<file path="config.mk">
export PLATFORM = sky130hd
export DESIGN_NAME = mips_mc_ctrl
export DESIGN_NICKNAME = d
export VERILOG_FILES = /design/src/rtl/mips_mc_ctrl.sv
export SDC_FILE = /design/constraint.sdc
export NUM_CORES = 1
export LEC_CHECK = 0
export CAP_MARGIN = 0
export CORE_MARGIN = 8
export CORE_UTILIZATION = 36
export CTS_BUF_LIST = sky130_fd_sc_hd__clkbuf_2
export CTS_CLUSTER_DIAMETER = 60
export CTS_CLUSTER_SIZE = 16
export DETAILED_ROUTE_END_ITERATION = 12
export PLACE_DENSITY = 0.78
export SLEW_MARGIN = 40
export SYNTH_ARGS = -nofsm -noshare
export SYNTH_HDL_FRONTEND = slang
export SYNTH_SLANG_ARGS = --single-unit
</file>
<file path="constraint.sdc">
create_clock -name clk -period 1.2 [get_ports clk]
set_clock_uncertainty 0.2 [all_clocks]
set_input_delay 0.18 -clock clk [delete_from_list [all_inputs] [get_ports clk]]
set_output_delay 0.18 -clock clk [all_outputs]
set_load 0.01 [all_outputs]
</file>
<file path="src/rtl/mips_mc_ctrl.sv">
// Multicycle MIPS main control FSM: fetch/decode/execute/memory/writeback sequencing.
// Define MC_IMM_LOGIC_EN to add andi/ori/slti support through a dedicated IMM_EX state.
module mips_mc_ctrl #(
  parameter int ALU_CW  = 4,
  parameter int STATE_W = 4
) (
  input  logic               clk,
  input  logic               rst_n,
  input  logic [5:0]         opcode,
  input  logic [5:0]         funct,
  input  logic               zero,
  input  logic               mem_ready,
  output logic               mem_req,
  output logic               mem_write,
  output logic               iord,
  output logic               ir_write,
  output logic               reg_write,
  output logic               reg_dst,
  output logic               mem_to_reg,
  output logic               alu_src_a,
  output logic [1:0]         alu_src_b,
  output logic               ext_zero,
  output logic [ALU_CW-1:0]  alu_control,
  output logic [1:0]         pc_src,
  output logic               pc_en,
  output logic               illegal_op,
  output logic [STATE_W-1:0] state
);

  localparam logic [STATE_W-1:0] S_FETCH    = STATE_W'(0);
  localparam logic [STATE_W-1:0] S_DECODE   = STATE_W'(1);
  localparam logic [STATE_W-1:0] S_MEMADR   = STATE_W'(2);
  localparam logic [STATE_W-1:0] S_MEMRD    = STATE_W'(3);
  localparam logic [STATE_W-1:0] S_MEM_WB   = STATE_W'(4);
  localparam logic [STATE_W-1:0] S_MEMWR    = STATE_W'(5);
  localparam logic [STATE_W-1:0] S_RTYPE_EX = STATE_W'(6);
  localparam logic [STATE_W-1:0] S_RTYPE_WB = STATE_W'(7);
  localparam logic [STATE_W-1:0] S_BEQ_EX   = STATE_W'(8);
  localparam logic [STATE_W-1:0] S_ADDI_EX  = STATE_W'(9);
  localparam logic [STATE_W-1:0] S_IMM_WB   = STATE_W'(10);
  localparam logic [STATE_W-1:0] S_J_EX     = STATE_W'(11);
  localparam logic [STATE_W-1:0] S_IMM_EX   = STATE_W'(12);

  localparam logic [5:0] OP_RTYPE = 6'h00;
  localparam logic [5:0] OP_J     = 6'h02;
  localparam logic [5:0] OP_BEQ   = 6'h04;
  localparam logic [5:0] OP_ADDI  = 6'h08;
  localparam logic [5:0] OP_SLTI  = 6'h0A;
  localparam logic [5:0] OP_ANDI  = 6'h0C;
  localparam logic [5:0] OP_ORI   = 6'h0D;
  localparam logic [5:0] OP_LW    = 6'h23;
  localparam logic [5:0] OP_SW    = 6'h2B;

  localparam logic [ALU_CW-1:0] ALU_AND = ALU_CW'(0);
  localparam logic [ALU_CW-1:0] ALU_OR  = ALU_CW'(1);
  localparam logic [ALU_CW-1:0] ALU_ADD = ALU_CW'(2);
  localparam logic [ALU_CW-1:0] ALU_SUB = ALU_CW'(6);
  localparam logic [ALU_CW-1:0] ALU_SLT = ALU_CW'(7);
  localparam logic [ALU_CW-1:0] ALU_NOR = ALU_CW'(12);

  logic [STATE_W-1:0] state_q, next_state;
  logic              mem_req_d, mem_write_d, iord_d, ir_write_d, reg_write_d;
  logic              reg_dst_d, mem_to_reg_d, alu_src_a_d, pc_en_d, illegal_d;
  logic [1:0]        alu_src_b_d, pc_src_d;
  logic [ALU_CW-1:0] alu_control_d;
`ifdef MC_IMM_LOGIC_EN
  logic              ext_zero_d;
`endif

  always_ff @(posedge clk or negedge rst_n) begin
    if (!rst_n) state_q <= S_FETCH;
    else        state_q <= next_state;
  end

  always_comb begin
    next_state    = S_FETCH;
    mem_req_d     = 1'b0;
    mem_write_d   = 1'b0;
    iord_d        = 1'b0;
    ir_write_d    = 1'b0;
    reg_write_d   = 1'b0;
    reg_dst_d     = 1'b0;
    mem_to_reg_d  = 1'b0;
    alu_src_a_d   = 1'b0;
    alu_src_b_d   = 2'b00;
    alu_control_d = ALU_ADD;
    pc_src_d      = 2'b00;
    pc_en_d       = 1'b0;
    illegal_d     = 1'b0;
`ifdef MC_IMM_LOGIC_EN
    ext_zero_d    = 1'b0;
`endif
    case (state_q)
      S_FETCH: begin
        mem_req_d   = 1'b1;
        alu_src_b_d = 2'b01;
        ir_write_d  = mem_ready;
        pc_en_d     = mem_ready;
        next_state  = mem_ready ? S_DECODE : S_FETCH;
      end
      S_DECODE: begin
        // The adder precomputes PC + (imm << 2) here for a possible branch.
        alu_src_b_d = 2'b11;
        case (opcode)
          OP_LW, OP_SW: next_state = S_MEMADR;
          OP_RTYPE:     next_state = S_RTYPE_EX;
          OP_BEQ:       next_state = S_BEQ_EX;
          OP_ADDI:      next_state = S_ADDI_EX;
          OP_J:         next_state = S_J_EX;
`ifdef MC_IMM_LOGIC_EN
          OP_ANDI, OP_ORI, OP_SLTI: next_state = S_IMM_EX;
`endif
          default: begin
            illegal_d  = 1'b1;
            next_state = S_FETCH;
          end
        endcase
      end
      S_MEMADR: begin
        alu_src_a_d = 1'b1;
        alu_src_b_d = 2'b10;
        next_state  = (opcode == OP_SW) ? S_MEMWR : S_MEMRD;
      end
      S_MEMRD: begin
        mem_req_d  = 1'b1;
        iord_d     = 1'b1;
        next_state = mem_ready ? S_MEM_WB : S_MEMRD;
      end
      S_MEM_WB: begin
        reg_write_d  = 1'b1;
        mem_to_reg_d = 1'b1;
      end
      S_MEMWR: begin
        mem_req_d   = 1'b1;
        mem_write_d = 1'b1;
        iord_d      = 1'b1;
        next_state  = mem_ready ? S_FETCH : S_MEMWR;
      end
      S_RTYPE_EX: begin
        alu_src_a_d = 1'b1;
        next_state  = S_RTYPE_WB;
        case (funct)
          6'h20:   alu_control_d = ALU_ADD;
          6'h22:   alu_control_d = ALU_SUB;
          6'h24:   alu_control_d = ALU_AND;
          6'h25:   alu_control_d = ALU_OR;
          6'h2A:   alu_control_d = ALU_SLT;
          6'h27:   alu_control_d = ALU_NOR;
          default: begin
            illegal_d  = 1'b1;
            next_state = S_FETCH;
          end
        endcase
      end
      S_RTYPE_WB: begin
        reg_write_d = 1'b1;
        reg_dst_d   = 1'b1;
      end
      S_BEQ_EX: begin
        alu_src_a_d   = 1'b1;
        alu_control_d = ALU_SUB;
        pc_src_d      = 2'b01;
        pc_en_d       = zero;
      end
      S_ADDI_EX: begin
        alu_src_a_d = 1'b1;
        alu_src_b_d = 2'b10;
        next_state  = S_IMM_WB;
      end
      S_IMM_WB: begin
        reg_write_d = 1'b1;
      end
      S_J_EX: begin
        pc_src_d = 2'b10;
        pc_en_d  = 1'b1;
      end
`ifdef MC_IMM_LOGIC_EN
      S_IMM_EX: begin
        alu_src_a_d = 1'b1;
        alu_src_b_d = 2'b10;
        next_state  = S_IMM_WB;
        case (opcode)
          OP_ANDI: begin
            alu_control_d = ALU_AND;
            ext_zero_d    = 1'b1;
          end
          OP_ORI: begin
            alu_control_d = ALU_OR;
            ext_zero_d    = 1'b1;
          end
          default: alu_control_d = ALU_SLT;
        endcase
      end
`endif
      default: next_state = S_FETCH;
    endcase
  end

  // Outputs are forced to their reset values while rst_n is low so mem_req drops immediately.
  assign mem_req     = rst_n & mem_req_d;
  assign mem_write   = rst_n & mem_write_d;
  assign iord        = rst_n & iord_d;
  assign ir_write    = rst_n & ir_write_d;
  assign reg_write   = rst_n & reg_write_d;
  assign reg_dst     = rst_n & reg_dst_d;
  assign mem_to_reg  = rst_n & mem_to_reg_d;
  assign alu_src_a   = rst_n & alu_src_a_d;
  assign alu_src_b   = rst_n ? alu_src_b_d : 2'b01;
  assign alu_control = rst_n ? alu_control_d : ALU_ADD;
  assign pc_src      = rst_n ? pc_src_d : 2'b00;
  assign pc_en       = rst_n & pc_en_d;
  assign illegal_op  = rst_n & illegal_d;
  assign state       = state_q;
`ifdef MC_IMM_LOGIC_EN
  assign ext_zero    = rst_n & ext_zero_d;
`else
  assign ext_zero    = 1'b0;
`endif

endmodule

</file>
==> impl_metrics.json, run 1 <==
{
  "die_width_um": 61.17,
  "reg2reg_from": "state[1]$_DFF_PN0_",
  "leakagePower_nw": 0.8456,
  "worstPathMaxFanout": 6,
  "setup_ws_ns": -0.7130,
  "worstPathRequired_ns": 0.82,
  "status": "complete, but fails checks",
  "dieArea_mm2": 0.003742,
  "finalCriticalPeriod_ns": 1.913,
  "syn_to_final_growth_pct": 135.9,
  "cts_tree": "yes",
  "drc": 0,
  "grt_pass1_vias": 1264,
  "first_pass_iters": 4,
  "grt_util_all_layers_pct": 21.64,
  "synth_warnings": 0,
  "fin_nets": 206,
  "gp_congestion": 0.9617,
  "first_iter_violations": 90,
  "synth.distinct_cells": 44,
  "design_area_mm2": 0.001733,
  "worstPathArrival_ns": 1.53,
  "grt_pass1_wl_um": 6175,
  "finalHoldViolCount": 0,
  "synth_edf_count": 0,
  "vias": 1260,
  "wire_per_inst_um": 21.25,
  "hpwl_um": 2565,
  "drt-met1-wl_um": 1750,
  "coreArea_mm2": 0.001942,
  "portBuffers": 37,
  "antenna_left": 0,
  "drv_cap": 0,
  "clk_latency_ns": 0.21,
  "endpoint": "alu_control[2]",
  "r2r_slack_ns": -0.43,
  "synth-seq-cells": 4,
  "initial_core_util_pct": 37.82,
  "cts.clk_slew.worst_paths_ns": 0.06,
  "pin_count": 39,
  "antenna_found_initial": 2,
  "synthCells": 104,
  "async_flop_share_pct": 100.0,
  "vdd_drop_max_mv": 1.153,
  "dieHeight_um": 61.17,
  "htreeDepth": 1,
  "largest_reg_flops": 4,
  "netlist_area_um2": 734.5,
  "grt.overflow.total": 0,
  "synthFlopType": "dfrtp_1",
  "mostFrequentLayoutCell": "buf_4",
  "synth_nets": 120,
  "finalCritPeriodShare_pct": 159.4,
  "cp-end-kind": "output pin",
  "rsz0062_at_grt": "yes",
  "drt-total-wl_um": 4632,
  "cts.sinks": 4,
  "cts_buffers": 3,
  "topRoutingLayerUsed": "met4",
  "drv_slew": 0,
  "rr_worst_depth": 6,
  "placed_area_mm2": 0.001411,
  "fmax_ghz": 0.5227,
  "syn_avg_cell_area_um2": 7.062,
  "routed_via_density": 5.780,
  "routed-wl-met3_um": 338,
  "r2r-end": "state[2]$_DFF_PN0_",
  "start_kind": "flip-flop",
  "clk_root_buffer_cell": "clkbuf_2",
  "setup_viol": 26,
  "grt_max_degree": 8,
  "wl_met2_um": 2339,
  "layout-drive-gt1-share_pct": 64.02,
  "p_total_w": 0.002071,
  "crit_start": "state[1]$_DFF_PN0_",
  "ys_seq_area_share_pct": 13.63,
  "final_util_pct": 89.24,
  "violations": "negative setup slack",
  "most-common-layout-cells": "36 x buf_4, 23 x buf_6, 10 x nor2_1, 10 x dlygate4sd2_1, 10 x buf_2",
  "cts.path.max_buffers": 2,
  "hold_path.class": "primary input to async pin",
  "power_density_mw_per_mm2": 1195,
  "worstSetupPathType": "flip-flop to output pin",
  "rows": 16
}
what timing repair did:
item	4_1_cts	5_1_grt
hold buffers	1	0
pin swaps	15	7
endpoints found under the hold margin	4	0
setup buffers	14	9
setup endpoints to repair	26	30
gates resized for setup	140	22
logic make-up after synthesis:
group / Yosys count / share of synthesized area, %
DFF: 4 / 13.63
and+or+nand+nor: 62 / 48.72
xor gates and xnor gates: 3 / 3.578
AOI/OAI and AO/OA: 23 / 20.96
other: 1 / 0.5106
muxes: 2 / 2.896
buffers and inverters: 9 / 9.709
cells in the mapped netlist (2+ instances only):
master / number / share of area, %
o21ai_0: 4 / 2.7
nor2b_1: 2 / 1.7
xor2_1: 2 / 2.4
nand2_1: 7 / 3.6
o21ai_1: 2 / 1.4
and2_1: 2 / 1.7
a21o_1: 2 / 2.0
nand3_1: 3 / 2.0
a21oi_1: 5 / 3.4
and3_1: 2 / 1.7
dfrtp_1: 4 / 14
nor3_1: 7 / 4.8
inv_1: 3 / 1.5
nor2_1: 19 / 9.7
buf_4: 2 / 2.0
nand2b_1: 6 / 5.1
nor3_2: 2 / 2.7
buf_6: 4 / 6.1
final cells by class:
cell class                 count  area [um^2]
antenna                        2        5.005
clock buffer                   4        20.02
fill                          81        209.0
inverter                       3        11.26
multi-input combinational     91        792.0
sequential                     4        105.1
tap                           27        33.78
timing repair buffer          87        765.7
stage by stage:
stage               TNS, ns  worst slack [ns]  instances  hold slack, ns
floorplan            -4.333           -0.3127        104         -0.3156
global placement     -19.14           -0.9661        194          0.4403
detailed placement   -19.94            -1.019        194          0.4422
CTS                  -10.85           -0.6052        209          0.3380
global route         -13.41           -0.7611        218          0.2371
finish               -12.08           -0.7130        218          0.2192
routing by layer:
metal	global-route usage, %	up-vias
met1	23.38	609
met4	14.29	0
met2	38.51	85
met5	0	-
met3	2.505	19
li1	-	547
where the power goes:
part	switching (W)	internal (W)	total [W]
Combinational	0.000764	0.000896	0.00166
Sequential	0.0000886	0.000174	0.000263
Clock	0.0000603	0.0000881	0.000148
critical path, cell delays in order, from the launching register on:
cell	delay [ns]
dfrtp_2	0.47
buf_6	0.14
nand3b_4	0.13
nor3_2	0.18
a21oi_1	0.10
nor2_1	0.14
buf_2	0.17
worst min path at each step:
stage                          from                  to  slack (ns)  cells past startpoint
after floorplan               rst_n  state[0]$_DFF_PN0_       -0.32                      0
after global placement        rst_n  state[3]$_DFF_PN0_        0.44                      2
after detailed placement      rst_n  state[3]$_DFF_PN0_        0.44                      2
after CTS                 opcode[5]  state[3]$_DFF_PN0_        0.34                      4
after global routing          rst_n  state[1]$_DFF_PN0_        0.24                      3
final                         rst_n  state[1]$_DFF_PN0_        0.22                      3
(Power assumes the default switching activity.)
==> inputs of run 2 (changes only) <==
--- a/config.mk
+++ b/config.mk
@@ -6,7 +6,7 @@
 export NUM_CORES = 1
 export LEC_CHECK = 0
 export CAP_MARGIN = 0
-export CORE_MARGIN = 8
+export CORE_MARGIN = 2
 export CORE_UTILIZATION = 36
 export CTS_BUF_LIST = sky130_fd_sc_hd__clkbuf_2
 export CTS_CLUSTER_DIAMETER = 60
==> impl_metrics.json, run 2 (synthesis gave the netlist of run 1 again) <==
{
  "cts.clk_slew.worst_paths_ns": 0.05,
  "first_iter_violations": 34,
  "grt_pass1_vias": 1280,
  "htreeDepth": 1,
  "crit_slowest_cell": "dfrtp_2",
  "finalCritPeriodShare_pct": 152.2,
  "placed_area_mm2": 0.001414,
  "routed_via_density": 5.868,
  "crit_chain": "buf_6, nand2b_4, nand4_1, o21ai_1, and2_1, buf_2",
  "grt.overflow.total": 0,
  "power_density_mw_per_mm2": 1225,
  "cp-end-kind": "output pin",
  "worstPathMaxFanout": 5,
  "dieArea_mm2": 0.002418,
  "seqCellArea_um2": 105.1,
  "clk_root_buffer_cell": "clkbuf_2",
  "layout-drive-gt1-share_pct": 67.88,
  "first_pass_iters": 4,
  "worstPathRequired_ns": 0.82,
  "grt_util_all_layers_pct": 32.60,
  "dieHeight_um": 49.17,
  "hpwl_um": 2256,
  "hold_buffers": 0,
  "initial_core_util_pct": 37.82,
  "gp_congestion": 0.9027,
  "multiInputGateArea_um2": 840.8,
  "portBuffers": 37,
  "violations": "negative setup slack",
  "rows": 16,
  "cts_tree": "yes",
  "setup_ws_ns": -0.6262,
  "worstSetupPathType": "flip-flop to output pin",
  "clk_latency_ns": 0.20,
  "antenna_left": 0,
  "drv_slew": 0,
  "worstPathArrival_ns": 1.45,
  "drc": 0,
  "finalCriticalPeriod_ns": 1.826,
  "vias": 1291,
  "syn_to_final_growth_pct": 144.5,
  "cts_buffers": 3,
  "fin_nets": 211,
  "design_area_mm2": 0.001795,
  "most-common-layout-cells": "35 x buf_4, 28 x buf_6, 14 x buf_2",
  "fmax_ghz": 0.5476,
  "start_kind": "flip-flop",
  "leakagePower_nw": 0.8672,
  "rsz0062_at_grt": "yes",
  "antenna_found_initial": 0,
  "grt_max_degree": 8,
  "hold_path.class": "primary input to async pin",
  "status": "complete, but fails checks",
  "drv_cap": 0,
  "cts.path.max_buffers": 2,
  "p_total_w": 0.002200,
  "antenna_cells": 0,
  "reg2reg_from": "state[1]$_DFF_PN0_",
  "wire_per_inst_um": 20.77,
  "coreArea_mm2": 0.001942,
  "finalHoldViolCount": 0,
  "cpPeakStageDelay_ns": 0.46,
  "vdd_drop_max_mv": 1.022,
  "drt-total-wl_um": 4570,
  "pin_count": 39,
  "setup_viol": 26,
  "grt_pass1_wl_um": 6065,
  "mostFrequentLayoutCell": "buf_4",
  "cts.sinks": 4,
  "crit_start": "state[1]$_DFF_PN0_",
  "largest_reg_flops": 4,
  "die_width_um": 49.17,
  "nFillCells": 74
}
[run 2: final cells by class]
type                            count  share of cell area [%]
Multi-Input combinational cell     91                   46.83
Timing Repair Buffer               92                   43.97
Sequential cell                     4                   5.854
Tap cell                           27                   1.882
Clock buffer                        3                  0.8362
Inverter                            3                  0.6272
[run 2: path summary, 6_finish.rpt]
path,endpoint,slack [ns],depth (start not counted)
setup reg to reg,state[1]$_DFF_PN0_,-0.44,7
hold reg to reg,state[0]$_DFF_PN0_,0.56,3
min in group clk,state[3]$_DFF_PN0_,0.47,5
hold / removal,state[0]$_DFF_PN0_,0.19,3
max in group asynchronous,state[2]$_DFF_PN0_,0.48,3
setup / recovery,reg_write,-0.63,6
[run 2: repair_timing]
action	4_1_cts	5_1_grt
pin swaps	17	10
cloned	0	0
setup endpoints to repair	26	26
setup buffers	15	13
gates resized for setup	145	33
[run 2: report_power, final]
group	switching [W]	total, W	internal, W
clock network	0.0000552	0.000123	0.0000675
logic	0.000841	0.00183	0.000993
registers	0.0000686	0.000243	0.000174
total	0.000965	0.00220	0.00123
[run 2: routing by layer]
layer	part of all wire, %	track usage, %
met1	38	37.55
met2	48	55.63
met3	8.5	7.362
met4	5.4	17.14
met5	0	0
[run 2: metrics by stage]
step,setup slack [ns],hold WS [ns],utilization (%),std cells,TNS [ns]
final,-0.6262,0.1887,92.46,220,-12.16
after global routing,-0.6649,0.1943,92.46,220,-13.15
after CTS,-0.5867,0.1045,83.25,212,-10.87
after detailed placement,-1.005,0.4914,72.81,196,-19.56
after global placement,-0.9678,0.4764,72.81,196,-18.99
after floorplan,-0.3127,-0.3156,-,104,-4.333
[run 2: worst max-delay path, delay by kind of cell (launching register included)]
kind	cells	cell delay, ns
flops	1	0.46
compound gates	1	0.08
buf+inv	2	0.29
simple gates	3	0.41
